--- config.mk ---
export PLATFORM = sky130hd
export DESIGN_NAME = led_mmio_flat
export DESIGN_NICKNAME = d
export VERILOG_FILES = /design/src/rtl/led_mmio_if.sv /design/src/rtl/led_mmio.sv /design/src/flat_wrapper.sv
export SDC_FILE = /design/constraint.sdc
export NUM_CORES = 1
export LEC_CHECK = 0
export CAP_MARGIN = 20
export CELL_PAD_IN_SITES_DETAIL_PLACEMENT = 0
export CELL_PAD_IN_SITES_GLOBAL_PLACEMENT = 1
export CORE_AREA = 4 4 131 133
export CTS_BUF_LIST = sky130_fd_sc_hd__clkbuf_8
export CTS_CLUSTER_DIAMETER = 50
export DETAILED_ROUTE_END_ITERATION = 7
export DIE_AREA = 0 0 135 137
export PLACE_DENSITY = 0.9
export SLEW_MARGIN = 25
export SYNTH_ARGS = -nofsm -noshare
export SYNTH_HDL_FRONTEND = slang
export SYNTH_SLANG_ARGS = --single-unit
--- constraint.sdc ---
create_clock -name clk -period 4.5 [get_ports clk]
set_input_delay 0.675 -clock clk [delete_from_list [all_inputs] [get_ports clk]]
set_output_delay 0.675 -clock clk [all_outputs]
set_load 0.01 [all_outputs]
--- src/rtl/led_mmio_if.sv ---
// Core data-memory port as seen by the LED peripheral: single-cycle load/store strobes,
// registered load data qualified by a one-cycle rvalid pulse.
interface led_mmio_if;
    logic [31:0] addr;
    logic [31:0] wdata;
    logic [3:0]  be;
    logic        we;
    logic        re;
    logic [31:0] rdata;
    logic        rvalid;

    modport master (output addr, wdata, be, we, re, input  rdata, rvalid);
    modport slave  (input  addr, wdata, be, we, re, output rdata, rvalid);
endinterface

--- src/rtl/led_mmio.sv ---
// LED peripheral: DATA/MODE/DIV/STATUS registers in a 16-byte window, blink engine, registered LEDR drive.
// Latency: load data 1 cycle after bus re; a store reaches ledr 1 cycle after the register updates.
// Backpressure: none; a load and/or store is accepted every cycle.
module led_mmio #(
    parameter logic [31:0] BASE_ADDR = 32'hFF20_0000,
    parameter int          LED_WIDTH = 10,
    parameter logic [31:0] DIV_RESET = 32'd25_000_000
) (
    input  logic                 clk,
    input  logic                 reset,
    led_mmio_if.slave            bus,
    output logic [LED_WIDTH-1:0] ledr
);
    logic                 hit;
    logic [1:0]           sel;
    logic                 wr_hit;
    logic                 rd_hit;
    logic [LED_WIDTH-1:0] data_q;
    logic                 blink_en;
    logic                 invert;
    logic [31:0]          div_q;
    logic [31:0]          cnt;
    logic                 phase;
    logic                 wrap;
    logic [31:0]          rd_word;
    logic [31:0]          wr_word;
    logic                 unused_addr_lsbs;

    assign hit              = (bus.addr[31:4] == BASE_ADDR[31:4]);
    assign sel              = bus.addr[3:2];
    assign wr_hit           = bus.we & hit;
    assign rd_hit           = bus.re & hit;
    assign unused_addr_lsbs = ^bus.addr[1:0];
    assign wrap             = (div_q == 32'd0) || (cnt >= div_q - 32'd1);

    // Selected register as currently held; also the base for byte-lane merging on stores.
    always_comb begin
        rd_word = 32'd0;
        case (sel)
            2'd0: rd_word[LED_WIDTH-1:0] = data_q;
            2'd1: rd_word[1:0]           = {invert, blink_en};
            2'd2: rd_word                = div_q;
            default: rd_word[1:0]        = {blink_en & (cnt == 32'd0), phase};
        endcase
    end

    always_comb begin
        wr_word = rd_word;
        for (int i = 0; i < 4; i++) begin
            if (bus.be[i]) wr_word[8*i +: 8] = bus.wdata[8*i +: 8];
        end
    end

    always_ff @(posedge clk or negedge reset) begin
        if (!reset) begin
            data_q   <= '0;
            blink_en <= 1'b0;
            invert   <= 1'b0;
            div_q    <= DIV_RESET;
        end else if (wr_hit) begin
            case (sel)
                2'd0:    data_q <= wr_word[LED_WIDTH-1:0];
                2'd1:    {invert, blink_en} <= wr_word[1:0];
                2'd2:    div_q <= wr_word;
                default: ;
            endcase
        end
    end

    // A DIV store restarts the count so the new half-period starts cleanly; phase is kept.
    always_ff @(posedge clk or negedge reset) begin
        if (!reset) begin
            cnt   <= 32'd0;
            phase <= 1'b0;
        end else begin
            if (!blink_en) begin
                cnt   <= 32'd0;
                phase <= 1'b0;
            end else if (wrap) begin
                cnt   <= 32'd0;
                phase <= ~phase;
            end else begin
                cnt   <= cnt + 32'd1;
            end
            if (wr_hit && sel == 2'd2) cnt <= 32'd0;
        end
    end

    always_ff @(posedge clk or negedge reset) begin
        if (!reset) begin
            bus.rdata  <= 32'd0;
            bus.rvalid <= 1'b0;
        end else begin
            bus.rvalid <= rd_hit;
            if (rd_hit) bus.rdata <= rd_word;
        end
    end

    always_ff @(posedge clk or negedge reset) begin
        if (!reset) begin
            ledr <= '0;
        end else begin
            ledr <= ((blink_en & phase) ? '0 : data_q) ^ {LED_WIDTH{invert}};
        end
    end
endmodule

--- src/flat_wrapper.sv ---
// flat-port wrapper written by rule: the top's interface ports become plain ports
module led_mmio_flat 
#(
    parameter logic [31:0] BASE_ADDR = 32'hFF20_0000,
    parameter int          LED_WIDTH = 10,
    parameter logic [31:0] DIV_RESET = 32'd25_000_000
)
  (clk, reset, ledr, bus_addr, bus_wdata, bus_be, bus_we, bus_re, bus_rdata, bus_rvalid);
  led_mmio_if bus_i ();
  input  logic clk;
  input  logic reset;
  output logic [LED_WIDTH-1:0] ledr;
  input wire logic [$bits(bus_i.addr)-1:0] bus_addr;
  input wire logic [$bits(bus_i.wdata)-1:0] bus_wdata;
  input wire logic [$bits(bus_i.be)-1:0] bus_be;
  input wire logic [$bits(bus_i.we)-1:0] bus_we;
  input wire logic [$bits(bus_i.re)-1:0] bus_re;
  output wire logic [$bits(bus_i.rdata)-1:0] bus_rdata;
  output wire logic [$bits(bus_i.rvalid)-1:0] bus_rvalid;
  assign bus_i.addr = bus_addr;
  assign bus_i.wdata = bus_wdata;
  assign bus_i.be = bus_be;
  assign bus_i.we = bus_we;
  assign bus_i.re = bus_re;
  assign bus_rdata = bus_i.rdata;
  assign bus_rvalid = bus_i.rvalid;
  led_mmio #(.BASE_ADDR(BASE_ADDR), .LED_WIDTH(LED_WIDTH), .DIV_RESET(DIV_RESET)) u_core (.clk(clk), .reset(reset), .bus(bus_i), .ledr(ledr));
endmodule
==> flow_metrics.env <==
export IMPL_clock_skew_ns=0.0122
export IMPL_run_status="complete, no violations"
export IMPL_cpMostUsedCell="nor4_1"
export IMPL_syn_instance_count=670
export IMPL_clk_path_buf_depth=2
export IMPL_yosysSeqAreaShare_pct=45.9
export IMPL_hold_buffers=0
export IMPL_cp_depth=15
export IMPL_critical_path_cell_chain="nor4_1 > nand3b_1 > nor4_1 > buf_4 > nand3_1 > nor4_1 > xnor2_1 > ha_1 > and2_0 > a221o_1 > a221oi_1 > nand2_1 > or4_1 > buf_4 > nor2_1"
export IMPL_critPathMaxFanout=31
export IMPL_routed_wl_mm=16.2
export IMPL_yosys_cell_count_top_type="nand2_1"
export IMPL_grt_max_degree=48
export IMPL_min_period_over_period_pct=92.2
export IMPL_die_area_sq_um=18500
export IMPL_routed_via_density=5.11
export IMPL_path_class="reg2reg"
export IMPL_place_congestion=0.828
export IMPL_reg2regPathDepth=15
export IMPL_syn_cell_area_sq_um=6570
export IMPL_post_cts_buffers=0
export IMPL_min_period_ns=4.15
export IMPL_power_switching_w=0.000513
export IMPL_grtUsageTotal_pct=18.0
export IMPL_areaGrowthSynthToFinish_pct=27.4
export IMPL_dp_hpwl_mm=12.0
export IMPL_critical_path_required_ns=4.88
export IMPL_post_drt_wl_per_cell_microns=16.0
export IMPL_dr_pass1_iters=4
export IMPL_finalSetupViolCount=0
export IMPL_dr_first_iter_drc_count=251
export IMPL_clkPwrFrac_pct=48.7
export IMPL_cts_tree="done"
export IMPL_cp_endpoint="u_core.cnt[28]"
export IMPL_synth_top_family_by_area="simple AND/OR/NAND/NOR gates"
export IMPL_ys_types=48
export IMPL_initial_utilization_pct=41.5
export IMPL_grt_pass1_vias=5075
export IMPL_worst_path_buf_inv=2
export IMPL_swShare_pct=22.2
export IMPL_cts_resized=0
export IMPL_ir_drop_mv=0.285
export IMPL_p_int_w=0.00180
export IMPL_max_stage_delay_ns=0.55
export IMPL_synth_simple_area_share_pct=21.6
export IMPL_n_fill_cell=1423
export IMPL_htreeDepth=4
export IMPL_rows=46
export IMPL_end_kind="flip-flop"
export IMPL_clockRootBuffer="clkbuf_8"
export IMPL_slowest_stage="nor4_1"
export IMPL_drc=0
export IMPL_yosys_mux_area_fraction_pct=8.57
export IMPL_arrival_ns=4.53
export IMPL_syn_nets=777
export IMPL_synth_compound_area_share_pct=5.79
export IMPL_port_buffers=112
export IMPL_boundaryPins=115
export IMPL_cp_top_family="simple AND/OR/NAND/NOR gates"
export IMPL_num_vias=5162
export IMPL_cts_sinks=120
export IMPL_yosysTopAreaCellShare_pct=41.1
export IMPL_netlist_top_cells_count="122 x nand2_1, 108 x dfrtp_1, 57 x nor2_1"
export IMPL_relSlewSlack_pct=54.8
export IMPL_gr_total_overflow=0
export IMPL_grt_antenna_before_repair=0
export IMPL_synth_edf_count=0
export IMPL_fmax_mhz=241
export IMPL_synthAdderAreaFrac_pct=6.67
export IMPL_regToRegSetupSlack_ns=0.35
export IMPL_fin_setup_tns_ns=0
export IMPL_core_area_sq_um=15800
export IMPL_sequentialPowerShare_pct=46.6
export IMPL_clk_latency_ns=0.46
export IMPL_hold_slack_ns=0.224
export IMPL_finalMaxSlewViolations=0
export IMPL_worst_slew_pin_slew_ns=0.677
export IMPL_yosys_warnings=0
export IMPL_nNetsFinal=889
export IMPL_worst_r2r_endpoint="u_core.cnt[28]"
export IMPL_synth_area_per_cell_sq_um=9.81
export IMPL_cts_buffers=17
export IMPL_startpoint_type="flip-flop"
export IMPL_async_reset_ff_share_pct=100
export IMPL_crit_start="u_core.div_q[3]"
export IMPL_drive_above_1_share_pct=13.8
export IMPL_synthXorXnorAreaFrac_pct=9.20
export IMPL_antenna_left=0
export IMPL_die_height_microns=137
export IMPL_synth_main_ff_cell="dfrtp_1"
export IMPL_grt_setup_unrepaired="false"
export IMPL_path_clk_slew_ns=0.08
export IMPL_leakage_nw=3.57
export IMPL_synth_seq_cells=120
export IMPL_r2r_start="u_core.div_q[3]"
export IMPL_synth_top_area_cell="dfrtp_1"
export IMPL_cap_violations=0
export IMPL_p_per_area_nw_per_um2=276
export IMPL_die_w_microns=135
export IMPL_hp_class="in2async"
export IMPL_combPwrFrac_pct=4.7
export IMPL_hold_violations=0
export IMPL_synthTopCellsByArea="dfrtp_1 41%, nand2_1 7.0%, mux2_2 6.9%"
export IMPL_insertedDiodeCount=0
export IMPL_power_w=0.00231
export IMPL_grt_pass1_wl_mm=26.1
## power groups by stage
stage	combinational (W)	sequential, W	clock (W)
2_1_floorplan	0.0000176	0.00110	0
3_3_place_gp	0.000110	0.00110	0
3_5_place_dp	0.000110	0.00110	0
4_1_cts	0.000110	0.00108	0.00115
5_1_grt	0.000118	0.00108	0.00119
6_report	0.000108	0.00108	0.00113
## metal layers
layer / vias to the layer above / routed length, microns / GRT usage, %
met1: 2462 / 7110 / 22.5
li1: 2557 / - / -
met3: 26 / 759 / 4.23
met4: 0 / 274 / 6.61
met2: 117 / 8050 / 30.4
met5: - / 0 / 0
## worst register-to-register path, delay by kind of cell (launching register included)
family	cells	cell delay, ns
AOI/OAI and AO/OA	2	0.54
adders and majority gates	1	0.25
and+or+nand+nor	9	2.25
buffers and inverters	2	0.42
xor gates and xnor gates	1	0.17
DFF	1	0.46
## registers in the layout (all words and copies together), names as in the netlist
name	cells
u_core.data_q	10
u_core.bus.rdata	32
u_core.blink_en	1
u_core.ledr	10
u_core.bus.rvalid	1
u_core.invert	1
u_core.div_q	32
u_core.cnt	32
u_core.phase	1
## placed cells by master, fill, tap and decap left out, types with 7 or more instances in the layout
cell type,Yosys,final
or2_2,9,9
mux2i_1,9,9
nor2_1,57,57
nor4_1,19,19
xor2_1,25,25
dfstp_2,12,12
inv_1,6,7
nand3_1,14,14
ha_1,35,35
dfrtp_1,108,108
nand4_1,18,18
mux2_2,40,40
xnor2_1,44,44
buf_4,3,10
nor3_1,13,13
a21oi_1,10,10
o21ai_0,45,45
clkdlybuf4s50_1,0,111
clkbuf_8,0,17
and3_1,7,7
nand2_1,122,121
## logic make-up after synthesis
| logic type | Yosys count |
|---|---|
| simple gates | 294 |
| flops | 120 |
| xor+xnor | 69 |
| compound gates | 68 |
| mux | 50 |
| fa+ha+maj | 35 |
| buf+inv | 34 |
## stage by stage
stage               setup slack (ns)  utilization (%)  std cells  area [sq um]
floorplan                      0.727                -        670          6570
global placement               0.561             50.0        979          7910
detailed placement             0.421             50.0        979          7910
CTS                            0.378             52.9       1011          8370
global route                 0.00647             52.9       1011          8370
finish                         0.353             52.9       1011          8370
## final cells by class
type                            instances  area, sq um  share of cell area (%)
Clock buffer                           17          234                    2.80
Timing Repair Buffer                  121         1190                    14.2
Inverter                                6         22.5                   0.269
Multi-Input combinational cell        516         3410                    40.8
Tap cell                              216          270                    3.23
Clock inverter                         15          225                    2.69
Sequential cell                       120         3020                    36.1
## worst min-delay path by stage
stage	endpoint	start	slack, ns	cells past startpoint
floorplan	u_core.blink_en	reset	0.38	0
global placement	u_core.bus.rdata[16]	u_core.bus.rdata[16]	0.46	2
detailed placement	u_core.bus.rdata[22]	u_core.bus.rdata[22]	0.47	2
CTS	u_core.cnt[31]	reset	0.24	1
global route	u_core.cnt[21]	reset	0.26	1
finish	u_core.cnt[21]	reset	0.22	1
Power figures use the tool's default switching activity.
